<file path="src/rtl/task_tx_buffer_pkg.sv">
// Shared definitions for the task-to-UART store-and-forward buffer.
package task_pkg;

    localparam int TASK_DATA_WIDTH = 8;

    typedef struct packed {
        logic                       last;
        logic [TASK_DATA_WIDTH-1:0] data;
    } task_entry_t;

    function automatic int cnt_width(input int depth);
        return $clog2(depth) + 1;
    endfunction

endpackage

</file>
<file path="src/rtl/task_tx_buffer_if.sv">
// Task-side byte stream, UART-side handshake and status of the tx buffer.
interface task_tx_buffer_if
    import task_pkg::*;
#(
    parameter int DATA_WIDTH = TASK_DATA_WIDTH,
    parameter int DEPTH      = 16
);
    localparam int CNT_W = cnt_width(DEPTH);

    logic [DATA_WIDTH-1:0] i_data;
    logic                  i_valid;
    logic                  i_last;
    logic [DATA_WIDTH-1:0] o_tx_data;
    logic                  o_tx_valid;
    logic                  o_tx_last;
    logic                  i_tx_ready;
    logic [CNT_W-1:0]      o_level;
    logic [CNT_W-1:0]      o_pkt_count;
    logic                  o_overflow;

    // master drives the task stream and the transmitter's ready
    modport master (
        output i_data, i_valid, i_last, i_tx_ready,
        input  o_tx_data, o_tx_valid, o_tx_last, o_level, o_pkt_count, o_overflow
    );

    modport slave (
        input  i_data, i_valid, i_last, i_tx_ready,
        output o_tx_data, o_tx_valid, o_tx_last, o_level, o_pkt_count, o_overflow
    );

endinterface

</file>
<file path="src/rtl/task_tx_fifo_mem.sv">
// DEPTH x (DATA_WIDTH+1) storage: synchronous write, asynchronous read,
// plus a dedicated port that only sets the last bit of an existing entry.
module task_tx_fifo_mem #(
    parameter int DATA_WIDTH = 8,
    parameter int DEPTH      = 16,
    parameter int AW         = $clog2(DEPTH)
) (
    input  logic                  clk_i,
    input  logic                  we_i,
    input  logic [AW-1:0]         waddr_i,
    input  logic [DATA_WIDTH-1:0] wdata_i,
    input  logic                  wlast_i,
    input  logic                  patch_i,
    input  logic [AW-1:0]         paddr_i,
    input  logic [AW-1:0]         raddr_i,
    output logic [DATA_WIDTH-1:0] rdata_o,
    output logic                  rlast_o
);
    logic [DATA_WIDTH-1:0] data_mem [DEPTH];
    logic                  last_mem [DEPTH];

    always_ff @(posedge clk_i) begin
        if (we_i) begin
            data_mem[waddr_i] <= wdata_i;
        end
    end

    // A patch only happens on a dropped byte, so it never coincides with a write.
    always_ff @(posedge clk_i) begin
        if (we_i) begin
            last_mem[waddr_i] <= wlast_i;
        end else if (patch_i) begin
            last_mem[paddr_i] <= 1'b1;
        end
    end

    assign rdata_o = data_mem[raddr_i];
    assign rlast_o = last_mem[raddr_i];

endmodule

</file>
<file path="src/rtl/task_tx_buffer.sv">
// Store-and-forward buffer: bytes are presented to UART TX only once the
// packet they belong to has been completely stored.
module task_tx_buffer
    import task_pkg::*;
#(
    parameter int DATA_WIDTH = TASK_DATA_WIDTH,
    parameter int DEPTH      = 16
) (
    input  logic            i_clk,
    input  logic            i_rst,
    task_tx_buffer_if.slave bus
);
    localparam int CNT_W = cnt_width(DEPTH);
    localparam int AW    = $clog2(DEPTH);

    logic [AW-1:0]         wr_ptr_q, wr_ptr_d;
    logic [AW-1:0]         rd_ptr_q, rd_ptr_d;
    logic [CNT_W-1:0]      level_q, level_d;
    logic [CNT_W-1:0]      pkt_q, pkt_d;
    logic                  ovf_q, ovf_d;

    logic [DATA_WIDTH-1:0] head_data;
    logic                  head_last;
    logic                  tx_valid, pop, push, full, drop, patch;
    logic                  pkt_inc, pkt_dec;

    always_comb begin
        tx_valid = (pkt_q != '0);
        pop      = tx_valid && bus.i_tx_ready;
        full     = (level_q == CNT_W'(DEPTH));
        push     = bus.i_valid && (!full || pop);
        drop     = bus.i_valid && full && !pop;
        // a dropped final byte closes the truncated packet so the drain cannot stall
        patch    = drop && bus.i_last;

        wr_ptr_d = push ? wr_ptr_q + AW'(1) : wr_ptr_q;
        rd_ptr_d = pop  ? rd_ptr_q + AW'(1) : rd_ptr_q;

        level_d = level_q;
        if (push && !pop) begin
            level_d = level_q + CNT_W'(1);
        end else if (!push && pop) begin
            level_d = level_q - CNT_W'(1);
        end

        pkt_inc = (push && bus.i_last) || patch;
        pkt_dec = pop && head_last;
        pkt_d   = pkt_q;
        if (pkt_inc && !pkt_dec) begin
            pkt_d = pkt_q + CNT_W'(1);
        end else if (!pkt_inc && pkt_dec) begin
            pkt_d = pkt_q - CNT_W'(1);
        end

        ovf_d = ovf_q || drop;
    end

    always_ff @(posedge i_clk or posedge i_rst) begin
        if (i_rst) begin
            wr_ptr_q <= '0;
            rd_ptr_q <= '0;
            level_q  <= '0;
            pkt_q    <= '0;
            ovf_q    <= 1'b0;
        end else begin
            wr_ptr_q <= wr_ptr_d;
            rd_ptr_q <= rd_ptr_d;
            level_q  <= level_d;
            pkt_q    <= pkt_d;
            ovf_q    <= ovf_d;
        end
    end

    task_tx_fifo_mem #(
        .DATA_WIDTH (DATA_WIDTH),
        .DEPTH      (DEPTH),
        .AW         (AW)
    ) u_mem (
        .clk_i   (i_clk),
        .we_i    (push),
        .waddr_i (wr_ptr_q),
        .wdata_i (bus.i_data),
        .wlast_i (bus.i_last),
        .patch_i (patch),
        .paddr_i (wr_ptr_q - AW'(1)),
        .raddr_i (rd_ptr_q),
        .rdata_o (head_data),
        .rlast_o (head_last)
    );

    // last is gated with valid so it reads 0 on an empty or reset buffer
    assign bus.o_tx_data   = head_data;
    assign bus.o_tx_valid  = tx_valid;
    assign bus.o_tx_last   = tx_valid && head_last;
    assign bus.o_level     = level_q;
    assign bus.o_pkt_count = pkt_q;
    assign bus.o_overflow  = ovf_q;

endmodule

</file>
<file path="src/flat_wrapper.sv">
// flat-port wrapper written by rule: the top's interface ports become plain ports
module task_tx_buffer_flat import task_pkg::*;
#(
    parameter int DATA_WIDTH = TASK_DATA_WIDTH,
    parameter int DEPTH      = 16
)
  (i_clk, i_rst, bus_i_data, bus_i_valid, bus_i_last, bus_i_tx_ready, bus_o_tx_data, bus_o_tx_valid, bus_o_tx_last, bus_o_level, bus_o_pkt_count, bus_o_overflow);
  task_tx_buffer_if #(.DATA_WIDTH(DATA_WIDTH), .DEPTH(DEPTH)) bus_i ();
  input  logic i_clk;
  input  logic i_rst;
  input wire logic [$bits(bus_i.i_data)-1:0] bus_i_data;
  input wire logic [$bits(bus_i.i_valid)-1:0] bus_i_valid;
  input wire logic [$bits(bus_i.i_last)-1:0] bus_i_last;
  input wire logic [$bits(bus_i.i_tx_ready)-1:0] bus_i_tx_ready;
  output wire logic [$bits(bus_i.o_tx_data)-1:0] bus_o_tx_data;
  output wire logic [$bits(bus_i.o_tx_valid)-1:0] bus_o_tx_valid;
  output wire logic [$bits(bus_i.o_tx_last)-1:0] bus_o_tx_last;
  output wire logic [$bits(bus_i.o_level)-1:0] bus_o_level;
  output wire logic [$bits(bus_i.o_pkt_count)-1:0] bus_o_pkt_count;
  output wire logic [$bits(bus_i.o_overflow)-1:0] bus_o_overflow;
  assign bus_i.i_data = bus_i_data;
  assign bus_i.i_valid = bus_i_valid;
  assign bus_i.i_last = bus_i_last;
  assign bus_i.i_tx_ready = bus_i_tx_ready;
  assign bus_o_tx_data = bus_i.o_tx_data;
  assign bus_o_tx_valid = bus_i.o_tx_valid;
  assign bus_o_tx_last = bus_i.o_tx_last;
  assign bus_o_level = bus_i.o_level;
  assign bus_o_pkt_count = bus_i.o_pkt_count;
  assign bus_o_overflow = bus_i.o_overflow;
  task_tx_buffer #(.DATA_WIDTH(DATA_WIDTH), .DEPTH(DEPTH)) u_core (.i_clk(i_clk), .i_rst(i_rst), .bus(bus_i));
endmodule
</file>
<file path="config.mk">
export PLATFORM = sky130hd
export DESIGN_NAME = task_tx_buffer_flat
export DESIGN_NICKNAME = d
export VERILOG_FILES = /design/src/rtl/task_tx_buffer_pkg.sv /design/src/rtl/task_tx_buffer_if.sv /design/src/rtl/task_tx_fifo_mem.sv /design/src/rtl/task_tx_buffer.sv /design/src/flat_wrapper.sv
export SDC_FILE = /design/constraint.sdc
export NUM_CORES = 1
export LEC_CHECK = 0
export BUFFER_PORTS_ARGS = -buffer_cell sky130_fd_sc_hd__buf_4
export CORE_MARGIN = 1
export CORE_UTILIZATION = 40
export DETAILED_ROUTE_END_ITERATION = 8
export HOLD_SLACK_MARGIN = 0.02
export SLEW_MARGIN = 20
export SYNTH_ARGS = -nofsm -noshare
export SYNTH_HDL_FRONTEND = slang
export SYNTH_SLANG_ARGS = --single-unit
export TNS_END_PERCENT = 10
</file>
<file path="constraint.sdc">
create_clock -name i_clk -period 5.9 [get_ports i_clk]
set_input_delay 0.59 -clock i_clk [delete_from_list [all_inputs] [get_ports i_clk]]
set_output_delay 0.59 -clock i_clk [all_outputs]
set_load 0.005 [all_outputs]
</file>
==> metrics.yaml <==
status: "completed"
drc: 0
maxCapViolCount: 0
layout.nets: 512
antenna_found_initial: 0
cts_tree: "built"
num_rows: 48
synth_cells: 448
worstSetupStartpointType: "flop"
cpMaxStageDelayCell: "buf_4"
hp-class: "input pin to asynchronous set/reset pin"
drt_wl_total_um: 14740
yosysSeqAreaShare: 0.6770
cp-end-kind: "output port"
ant_nets: 0
timing.final.crit_share: 0.5790
viasPerCell: 5.500
r2r-end: "u_core.bus.o_pkt_count[4]"
grt_overflow: 0
rsz0062_at_grt: "no"
fin_skew_ns: 0.01136
slew-limit-headroom: 0.2304
cpPeakStageDelay_ns: 0.70
grt_use_total: 0.1769
n_antenna_cell: 0
cts_inserted_buffers: 17
fmax_mhz: 292.7
path_delay_family: "buffers and inverters"
yosysUniqueCellTypes: 43
finalSetupTns_ns: 0
critical_path_required_ns: 5.31
syn_avg_cell_area_um2: 15.82
vias: 3960
dp.cells: 689
area_growth_pct: 15.28
hold_violations: 0
final_cells: 720
clkTransAtPathRegs_ns: 0.06
avgRoutedWirePerCell_um: 20.47
worstPathCellList: "buf_4, mux2i_1, a221oi_1, o21ai_0, nand2_1, buf_4"
clk_path_buf_depth: 2
worst_slew_pin_slew_ns: 1.150
synth_area_um2: 7089
worst_ep_arrival_time_ns: 2.83
grt_pass1_wl_um: 23290
r2r-start: "u_core.rd_ptr_q[0]"
r2r_cells: 13
io_pins: 34
drv_slew: 0
die_h_um: 135.1
cts_hold_buf: 0
post_cts_buffers: 0
setup_viol: 0
drt-pass1-iter-count: 5
start_util: 0.4099
clock_sinks: 163
root_buffer: "clkbuf_16"
power_w: 0.004121
drt_iter0_drc: 265
nFillCells: 1472
synth-async-reset-ratio: 0.1166
power.density_nw_per_um2: 504.3
dp_hpwl_um: 9467
r2r_setup_slack_ns: 2.65
crit_buf_inv: 2
max-vdd-ir-drop_v: 0.0002652
die_w_um: 135.1
cp_common_cell: "buf_4"
gp_congestion: 0.7422
grt_max_degree: 51
syn_nets: 477
portBuffers: 33
core-area_um2: 17300
synth_seq_cells: 163
p_leak_nw: 2.837
fin_util: 0.4725
cts-htree-levels: 4
timing_worst_setup_path_type: "flop to output port"
yosysWarnings: 0
cts_resized: 0
clock_latency_ns: 0.43
dieArea_um2: 18260
drive_gt1_frac: 0.2263
crit_path_max_fanout: 50
synth_edf_count: 144
fin_crit_ns: 3.416
grt_pass1_vias: 4102
synth_top_flop_cell: "edfxtp_1"
[synth_stat cells, types with 11 or more instances]
master / number / area, µm²
mux4_2: 20 / 450.4
mux2i_1: 27 / 270.3
xnor2_1: 13 / 113.9
o21ai_0: 24 / 120.1
nand2_1: 29 / 108.9
dfrtp_1: 19 / 475.5
nor3_1: 15 / 75.07
clkbuf_1: 11 / 41.29
a211oi_1: 11 / 82.58
nor2_1: 17 / 63.81
a21oi_1: 16 / 80.08
edfxtp_1: 144 / 4324
ha_1: 14 / 175.2
[kinds of logic after synthesis]
group / after synthesis / share of synthesized area
buf+inv: 32 / 0.01959
xor+xnor: 19 / 0.02347
compound gates: 75 / 0.06919
flops: 163 / 0.6770
mux: 56 / 0.1160
simple gates: 87 / 0.06442
fa+ha+maj: 16 / 0.03036
[cells in the final DEF, fill, tap and decap left out, drive strengths merged, types with 15 or more instances in the layout]
cell type,instances
a21oi,16
buf,38
clkbuf,17
dfrtp,19
edfxtp,144
mux2i,27
mux4,20
nand2,29
nor2,17
nor3,15
o21ai,24
[final cells by class]
| class | instances | area (µm²) | share of cell area |
|---|---|---|---|
| flip-flops and latches | 163 | 4801 | 0.5874 |
| multi-input cells | 253 | 2163 | 0.2647 |
| clock buffers | 17 | 425.4 | 0.05205 |
| repair buffers | 38 | 285.3 | 0.03491 |
| well taps | 225 | 281.5 | 0.03445 |
| clock inverters | 14 | 177.7 | 0.02174 |
| inverters | 10 | 38.79 | 0.004746 |
[metal layers]
layer / up-vias / share of wire / GRT usage
met4: 0 / 0.021 / 0.06679
met2: 116 / 0.51 / 0.2974
met1: 2001 / 0.41 / 0.2156
li1: 1818 / - / -
met3: 25 / 0.056 / 0.05088
met5: - / 0 / 0
[metrics by stage]
step	setup WS, ns	area (µm²)	hold slack [ns]
global route	2.283	8173	0.3923
global placement	2.723	7567	0.4598
floorplan	2.859	7089	0.4663
detailed placement	2.657	7567	0.4752
CTS	2.406	8170	0.3388
finish	2.484	8173	0.3257
[power breakdown]
part           leakage, nW  internal [W]  switching [W]
Combinational         1.02      0.000637       0.000743
Clock                0.290      0.000669       0.000456
Sequential            1.53       0.00143       0.000187
[state kept, by name, indices dropped and copies added, names as in the netlist]
register and cells:
u_core.u_mem.data_mem 128, u_core.bus.o_level 5, u_core.rd_ptr_q 4, u_core.bus.o_pkt_count 5, u_core.u_mem.last_mem 16, u_core.bus.o_overflow 1
u_core.wr_ptr_q 4
[worst max path at each step]
| stage | from | endpoint | cells past startpoint |
|---|---|---|---|
| floorplan | u_core.rd_ptr_q[0] | u_core.bus.o_pkt_count[4] | 14 |
| CTS | u_core.rd_ptr_q[0] | bus_o_tx_data[2] | 6 |
| global route | u_core.rd_ptr_q[0] | bus_o_tx_data[3] | 6 |
| detailed placement | u_core.rd_ptr_q[0] | u_core.bus.o_pkt_count[4] | 13 |
| finish | u_core.rd_ptr_q[0] | bus_o_tx_data[3] | 6 |
| global placement | u_core.rd_ptr_q[0] | u_core.bus.o_pkt_count[4] | 13 |
Note: power is estimated with default switching activity, not from simulation.
